**src/rtl/ga_generation_scheduler.sv**
```systemverilog
// Generation sequencer for one GA run: fitness -> check -> selection -> mutation -> commit,
// with best-cost tracking, stagnation/generation-limit stop, per-stage timeout and abort.
module ga_generation_scheduler #(
    parameter int unsigned NUM_GENERATIONS = 100,
    parameter int unsigned STALL_LIMIT     = 20,
    parameter logic [15:0] STAGE_TIMEOUT   = 16'd50000,
    parameter logic [31:0] SEED_INIT       = 32'hACE1_2015
) (
    input  logic        clk,
    input  logic        reset,
    input  logic        run,
    input  logic        abort,
    output logic        fit_start,
    input  logic        fit_done,
    input  logic [15:0] fit_best_cost,
    output logic        sel_start,
    input  logic        sel_done,
    output logic        mut_start,
    input  logic        mut_done,
    output logic [31:0] prg_seed,
    output logic        pop_load,
    output logic [15:0] generation,
    output logic [15:0] best_cost,
    output logic [15:0] best_gen,
    output logic        busy,
    output logic        done,
    output logic        timeout_err,
    output logic [3:0]  state_dbg
);
    // Stage handshake: *_start is a one-cycle pulse; the stage answers later with *_done.
    // Only the first high cycle of *_done in the matching *_W state is taken; done seen
    // while in *_S or any other state is ignored.
    typedef enum logic [3:0] {
        IDLE   = 4'd0,
        FIT_S  = 4'd1,
        FIT_W  = 4'd2,
        CHECK  = 4'd3,
        SEL_S  = 4'd4,
        SEL_W  = 4'd5,
        MUT_S  = 4'd6,
        MUT_W  = 4'd7,
        COMMIT = 4'd8,
        DONE   = 4'd9,
        ERR    = 4'd10
    } state_t;

    localparam logic [15:0] NUM_GEN_C = 16'(NUM_GENERATIONS);
    localparam logic [15:0] STALL_C   = 16'(STALL_LIMIT);
    localparam logic [31:0] SEED_RUN  = (SEED_INIT == 32'd0) ? 32'd1 : SEED_INIT;

    state_t      state_q, state_d;
    logic [15:0] gen_q, gen_d;
    logic [15:0] best_q, best_d;
    logic [15:0] best_gen_q, best_gen_d;
    logic [15:0] stall_q, stall_d;
    logic [15:0] tmo_q, tmo_d;
    logic [31:0] seed_q, seed_d;
    logic        terr_q, terr_d;
    logic        tmo_hit;

    function automatic logic [31:0] lfsr_next(input logic [31:0] s);
        return s[0] ? ((s >> 1) ^ 32'h8020_0003) : (s >> 1);
    endfunction

    // tmo_q counts completed wait cycles, so this fires on the STAGE_TIMEOUT-th cycle.
    assign tmo_hit = ({1'b0, tmo_q} + 17'd1) >= {1'b0, STAGE_TIMEOUT};

    always_comb begin
        state_d    = state_q;
        gen_d      = gen_q;
        best_d     = best_q;
        best_gen_d = best_gen_q;
        stall_d    = stall_q;
        seed_d     = seed_q;
        terr_d     = terr_q;
        tmo_d      = '0;
        if (abort && (state_q != IDLE)) begin
            state_d = IDLE;
        end else begin
            unique case (state_q)
                IDLE: begin
                    if (run) begin
                        state_d = FIT_S;
                        gen_d   = '0;
                        best_d  = 16'hFFFF;
                        stall_d = '0;
                        seed_d  = SEED_RUN;
                        terr_d  = 1'b0;
                    end
                end
                FIT_S: state_d = FIT_W;
                FIT_W: begin
                    if (fit_done) begin
                        state_d = CHECK;
                        if (fit_best_cost < best_q) begin
                            best_d     = fit_best_cost;
                            best_gen_d = gen_q;
                            stall_d    = '0;
                        end else if (stall_q != 16'hFFFF) begin
                            stall_d = stall_q + 16'd1;
                        end
                    end else if (tmo_hit) begin
                        state_d = ERR;
                        terr_d  = 1'b1;
                    end else begin
                        tmo_d = tmo_q + 16'd1;
                    end
                end
                CHECK: begin
                    if ((gen_q == NUM_GEN_C) || ((STALL_LIMIT != 0) && (stall_q >= STALL_C)))
                        state_d = DONE;
                    else
                        state_d = SEL_S;
                end
                SEL_S: state_d = SEL_W;
                SEL_W: begin
                    if (sel_done) begin
                        state_d = MUT_S;
                    end else if (tmo_hit) begin
                        state_d = ERR;
                        terr_d  = 1'b1;
                    end else begin
                        tmo_d = tmo_q + 16'd1;
                    end
                end
                MUT_S: state_d = MUT_W;
                MUT_W: begin
                    if (mut_done) begin
                        state_d = COMMIT;
                    end else if (tmo_hit) begin
                        state_d = ERR;
                        terr_d  = 1'b1;
                    end else begin
                        tmo_d = tmo_q + 16'd1;
                    end
                end
                COMMIT: begin
                    state_d = FIT_S;
                    gen_d   = gen_q + 16'd1;
                    seed_d  = lfsr_next(seed_q);
                end
                DONE:    state_d = IDLE;
                ERR:     state_d = ERR;
                default: state_d = IDLE;
            endcase
        end
    end

    always_ff @(posedge clk) begin
        if (reset) begin
            state_q    <= IDLE;
            gen_q      <= '0;
            best_q     <= 16'hFFFF;
            best_gen_q <= '0;
            stall_q    <= '0;
            tmo_q      <= '0;
            seed_q     <= SEED_INIT;
            terr_q     <= 1'b0;
        end else begin
            state_q    <= state_d;
            gen_q      <= gen_d;
            best_q     <= best_d;
            best_gen_q <= best_gen_d;
            stall_q    <= stall_d;
            tmo_q      <= tmo_d;
            seed_q     <= seed_d;
            terr_q     <= terr_d;
        end
    end

    assign fit_start   = (state_q == FIT_S);
    assign sel_start   = (state_q == SEL_S);
    assign mut_start   = (state_q == MUT_S);
    assign pop_load    = (state_q == COMMIT);
    assign done        = (state_q == DONE);
    assign busy        = (state_q != IDLE);
    assign prg_seed    = seed_q;
    assign generation  = gen_q;
    assign best_cost   = best_q;
    assign best_gen    = best_gen_q;
    assign timeout_err = terr_q;
    assign state_dbg   = state_q;
endmodule

```
**config.mk**
```make
export PLATFORM = sky130hd
export DESIGN_NAME = ga_generation_scheduler
export DESIGN_NICKNAME = d
export VERILOG_FILES = /design/src/rtl/ga_generation_scheduler.sv
export SDC_FILE = /design/constraint.sdc
export NUM_CORES = 1
export LEC_CHECK = 0
export BUFFER_PORTS_ARGS = -buffer_cell sky130_fd_sc_hd__buf_2
export CORE_MARGIN = 2
export CORE_UTILIZATION = 33
export DETAILED_ROUTE_END_ITERATION = 16
export MAX_ROUTING_LAYER = met4
export PLACE_DENSITY = 0.55
export SLEW_MARGIN = 15
export SYNTH_ARGS = -nofsm -noshare
export SYNTH_HDL_FRONTEND = slang
export SYNTH_SLANG_ARGS = --single-unit
```
**constraint.sdc**
```tcl
create_clock -name clk -period 2.7 [get_ports clk]
set_input_delay 0.135 -clock clk [delete_from_list [all_inputs] [get_ports clk]]
set_output_delay 0.135 -clock clk [all_outputs]
set_load 0.05 [all_outputs]
```
# --- After elaboration in Yosys (flattened, before gate mapping) ---
# Cells that the tools add are included.
classes:
  add_sub_neg: 4
  magnitude_cmp: 3
  n_eq_ne: 19
  muxes: 31
  bitwise: 2
  n_reduce_logical: 13
op_table:
  columns: ["op", "count"]
  rows:
  - ["2-to-1 mux 16 bit", 11]
  - ["case mux 16 bit (2 select lines)", 3]
  - ["2-to-1 mux 32 bit", 2]
  - ["case mux 32 bit (2 select lines)", 1]
  - ["adder 16 x 1 -> 16 bit, second input constant", 3]
  - ["case mux 16 bit (3 select lines)", 1]
  - ["case mux 4 bit (10 select lines)", 1]
  - ["2-to-1 mux 4 bit", 6]
  - ["adder 16 x 1 -> 17 bit, second input constant", 1]
  - [">= comparator 17 x 16 -> 1 bit, second input constant", 1]
  - ["equality test 16 x 7 -> 1 bit, second input constant", 1]
  - ["equality test 4 x 3 -> 1 bit, second input constant", 4]
  - [">= comparator 16 x 5 -> 1 bit, second input constant", 1]
  - ["less-than comparator 16 bit", 1]
  - ["inequality test 16 bit, second input constant", 1]
  - ["equality test 4 bit, second input constant", 3]
  - ["inequality test 2 bit, second input constant", 6]
  - ["AND reduction 5 bit", 2]
  - ["equality test 4 x 2 -> 1 bit, second input constant", 2]
  - ["nonzero test 4 bit", 2]
  - ["AND reduction 6 bit", 1]
  - ["2-to-1 mux 1 bit", 5]
  - ["equality test 4 x 1 -> 1 bit, second input constant", 1]
  - ["logical NOT 4 bit", 1]
  - ["10 further kinds", 11]
word_totals:
  register_bits: 117
  in_bits: 23
  output_inout_bits: 91
  word_cells: 80

# --- Depth between registers and ports, before layout ---
depth:
  word_depth: 5
  depth_mapped: 12
  ltp_nobuf: 10

# --- Worst setup path after synthesis ---
# Ideal clock, no wire load.
synth_timing:
  kind: "flip-flop to flip-flop"
  from: "register state_q[3], in the netlist state_dbg[3]"
  to: "register gen_q[1], in the netlist generation[1]"
  setup_ns: 0.066
  arrival_ns: 2.956
  required_ns: 2.634
  path_slack_ns: -0.322
  stages_incl_launch_ff: 8
  n_path_buf: 2
  period_less_slack_ns: 3.022
  cell_sequence: "dfxtp_1 clkbuf_1 nand2b_1 nor3_1 and2_0 clkbuf_1 a22oi_1 nor2_1"
synth_via:
  word_cells_on_any_way: 9
  cone_classes: "2 x eq/ne; 1 x mux; 1 x bitwise; 5 x reduce/logical"
synth_rtl:
  columns: ["item", "line", "text"]
  rows:
  - ["from (decl)", "51", "state_t state_q, state_d;"]
  - ["from (signal assigned)", "160", "state_q <= state_d;"]
  - ["equality test 4 bit *", null, null]
  - ["named net pop_load", "21", "output logic pop_load,"]
  - ["nonzero test 2 bit (no line)", null, null]
  - ["AND reduction 3 bit (no line)", null, null]
  - ["to (signal assigned)", "161", "gen_q <= gen_d;"]
  - ["to (decl)", "52", "logic [15:0] gen_q, gen_d;"]
# The timed path passes the listed nets; every way through them passes the cells marked *.
# A chain may end at the register's enable or synchronous reset.

# --- Final worst setup path ---
layout_timing:
  from: "register tmo_q[0]"
  to: "register tmo_q[8]"
layout_via:
  elab_chain_len: 5
  word_cells_on_any_way: 8
  cone_classes: "2 x add/sub; 1 x order compare; 5 x mux"
layout_lines:
  columns: ["item", "line", "text"]
  rows:
  - ["from (decl)", "56", "logic [15:0] tmo_q, tmo_d;"]
  - ["from (signal assigned)", "165", "tmo_q <= tmo_d;"]
  - ["adder 16 x 1 -> 17 bit", "66", "assign tmo_hit = ({1'b0, tmo_q} + 17'd1) >= {1'b0, STAGE_TIMEOUT};"]
  - [">= comparator 17 x 16 -> 1 bit", "66", null]
  - ["2-to-1 mux 16 bit *", "102, 119, 130", null]
  - ["2-to-1 mux 16 bit (on tied branches)", "128, 117, 93", null]
  - ["case mux 16 bit (3 select lines) *", "80", "unique case (state_q)"]
# Every way passes the cells marked *; elsewhere a longest branch is shown, timed or not.

==> metrics.txt <==
worst skew pair latency=between 0.4 and 0.5 ns; slowest stage delay, CP=0.43 ns; crit-path cells=ha_1, nand2_1, or2_1, o221ai_1, a22oi_1, o2bb2ai_1, and2_4, nand3_2, nor2_1; startpoint types=flip-flop; Max-Cap Viols=0; gate count after technology mapping=653; critical path type=reg2reg; wire per inst=~14 µm; crit share post-route=between 90% and 100%; maximum clock rate=408.8 MHz; placed insts=970; Total GRT Usage=~17%; Worst EP arrival=~2.8 ns; Area contributors post-synth=dfxtp_1, nor2_1, ha_1, nand2_1, a22oi_1; TritonCTS Buffers=17; ys flop type=dfxtp_1; antenna cells=0; Worst Hold Depth=4; Hold Startpoint=mut_done; Power per Cell Area=slightly above 600 mW/mm²; Port Buf Inserts=~110; clock transition at the registers of the reported paths=around 0.06 ns; CP max-delay cell=dfxtp_1; Max-Slew Margin vs Limit=60.67%; VDD IR-drop max=0.4328 mV; Async SR Flop Fraction=0%; hold crit path type=in2reg; DP Worst Slack=0.1880 ns; CTS Sinks=between 100 and 150; Nets=a little over 800; via count=slightly above 5,000; initial detailed-routing violation count=276; area of the die=between 0.015 and 0.02 mm²; most frequent cells in the layout=dfxtp_1, buf_2, nor2_1; initial antenna violation count=0; Setup Buffers After CTS=0; Synth area leader=dfxtp_1; Post-Route WL=roughly 15,000 µm; R2R Setup Slk=roughly 0.25 ns; Cell variety after synth=58; Avg Cell Area, Syn=about 8.5 µm²; Post-DRT Antenna Nets=0; non-filler cells, final=a little over 1,000; setup TNS=0 ns; number of flops mapped to enable cells by yosys=0; H-tree depth=4; layout cell share with drive strength beyond 1=a little over a fifth; Bufs and invs on worst path=0; Clock Skew=0.009998 ns; Final Hold Viols=0; Die H=134.0 µm; Critical R2R Launch=tmo_q[0]; synthesized flop and latch total=between 100 and 150; Max FO, Critical Path=16; minimum clock period=between 2 and 2.5 ns; TritonRoute pass-1 iters=5; Core ar.=about 0.017 mm²; largest net degree at the start of global routing=50; # setup viols final=0; outcome=finished, final reports clean; CP delay by family, top=simple AND/OR/NAND/NOR gates; setup ws final=roughly 0.25 ns; mapped cell area=~0.0056 mm²; worst hold endpoint=state_dbg[2]; RR Endpoint=tmo_q[8]; drt via density=5.109; CTS tree=done; Setup crit end kind=flip-flop; Die Width=between 100 and 150 µm; Post-route DRC=0; Initial Util=between 30% and 40%; sequential area share after synthesis=42.03%; Overflow after GRT=0; area grow syn2layout=28.87%; Leak Pwr=~0.0032 µW; Clock Path Buffers=2; FP Rows=between 40 and 50; RSZ-0062 raised after global routing=false; global-route wire length before repair=roughly 24,000 µm; CP Data Required Time=3.04 ns; fin. max-slew vios=0; vias in the first global route=between 4,000 and 5,000; Net Count, Synth=approximately 700; IO Pins=approximately 110; RePlAce Congestion=0.8368; clock root cell=clkbuf_16; worst-case reg-to-reg path depth=9; most common cell after layout, fill and taps aside=dfxtp_1; HPWL Detailed=roughly 10,000 µm; Synth top area share=42.03%; Worst-Margin Slew=slightly below 0.6 ns; yosys synthesis warning count=0
==> layout make-up <==
| cell class | count | area [µm²] |
|---|---|---|
| inverters | 26 | 97.59 |
| clock buffers | 22 | 464.2 |
| flip-flops and latches | 117 | 2344 |
| clock inverters | 8 | 126.4 |
| multi-input cells | 475 | 2997 |
| fillers | 1624 | 9343 |
| repair buffers | 149 | 878.3 |
| well taps | 220 | 275.3 |
==> registers in the layout, indices dropped and copies added (netlist names) <==
signal and count:
prg_seed 32, best_cost 16, best_gen 16, generation 16, stall_q 16, tmo_q 16
state_dbg 4, timeout_err 1
==> kinds of logic (layout without fill, tap and decap cells) <==
family / count (synthesis) / in the layout / synth area share [%]
muxes: 18 / 18 / 3.255
xor gates and xnor gates: 29 / 29 / 4.558
DFF: 117 / 117 / 42.03
adders and majority gates: 21 / 21 / 4.715
buffers and inverters: 61 / 205 / 4.355
AOI/OAI and AO/OA: 127 / 127 / 15.92
and+or+nand+nor: 280 / 280 / 25.17
==> stage by stage <==
stage / utilization (%) / power, µW / hold WS (ns) / cell area (µm²)
after floorplan: - / 2098 / 0.2761 / 5579
after global placement: 38.84 / 2223 / 0.3751 / 6417
after detailed placement: 38.84 / 2227 / 0.3838 / 6417
after CTS: 43.44 / 4517 / 0.08193 / 7178
after global routing: 43.46 / 4644 / 0.1056 / 7182
final: 43.46 / 4470 / 0.1057 / 7182
==> per-layer routing <==
layer  global-route usage [%]  vias up  wire length, µm
met5                        -        -                0
met4                    5.733        0              111
met3                    4.837        9              856
met2                    27.12      115             7097
met1                    20.66     2485             6586
li1                         -     2587                -
==> worst max-delay path by stage <==
stage	start	cells past startpoint	endpoint	slack (ns)
after floorplan	best_cost[7]	12	best_cost[13]	0.03
after global placement	best_cost[13]	10	best_cost[13]	0.29
after detailed placement	best_cost[13]	10	best_cost[12]	0.19
after CTS	fit_best_cost[13]	11	best_cost[12]	0.16
after global routing	tmo_q[0]	9	tmo_q[13]	0.01
final	tmo_q[0]	9	tmo_q[8]	0.25
==> timing repair <==
item,CTS,global route
gates resized for setup,0,2
hold buffers,17,0
setup endpoints to repair,0,16
endpoints found under the hold margin,20,0
==> report_power, final <==
group | leakage, µW | internal [µW] | switching [µW]
clock | 0.000290 | 1490 | 772
sequential | 0.000945 | 1750 | 27.0
combinational | 0.00193 | 134 | 296
==> cell usage after synthesis (4+ instances only) <==
| master | instances |
|---|---|
| mux2i_1 | 17 |
| or3_1 | 4 |
| ha_1 | 21 |
| o31ai_1 | 23 |
| a211oi_1 | 5 |
| nand3_1 | 31 |
| inv_1 | 26 |
| nand3b_1 | 10 |
| nor4_1 | 6 |
| and3_1 | 13 |
| a21o_1 | 4 |
| clkbuf_1 | 29 |
| nor2_1 | 92 |
| nand4_1 | 14 |
| o22a_1 | 16 |
| nor3_1 | 13 |
| o21ai_0 | 19 |
| dfxtp_1 | 117 |
| a21oi_1 | 17 |
| nor2b_1 | 4 |
| xnor2_1 | 10 |
| xor2_1 | 19 |
| a22oi_1 | 23 |
| buf_2 | 5 |
| nand2b_1 | 8 |
| nand2_1 | 61 |
==> worst register-to-register path: stages (launching register included) <==
cell and delay [ns]:
dfxtp_1 0.43, ha_1 0.25, nand2_1 0.13, or2_1 0.36
o221ai_1 0.21, a22oi_1 0.12, o2bb2ai_1 0.18, and2_4 0.20
nand3_2 0.29, nor2_1 0.20
No activity file was read; power rests on OpenSTA's default activity.
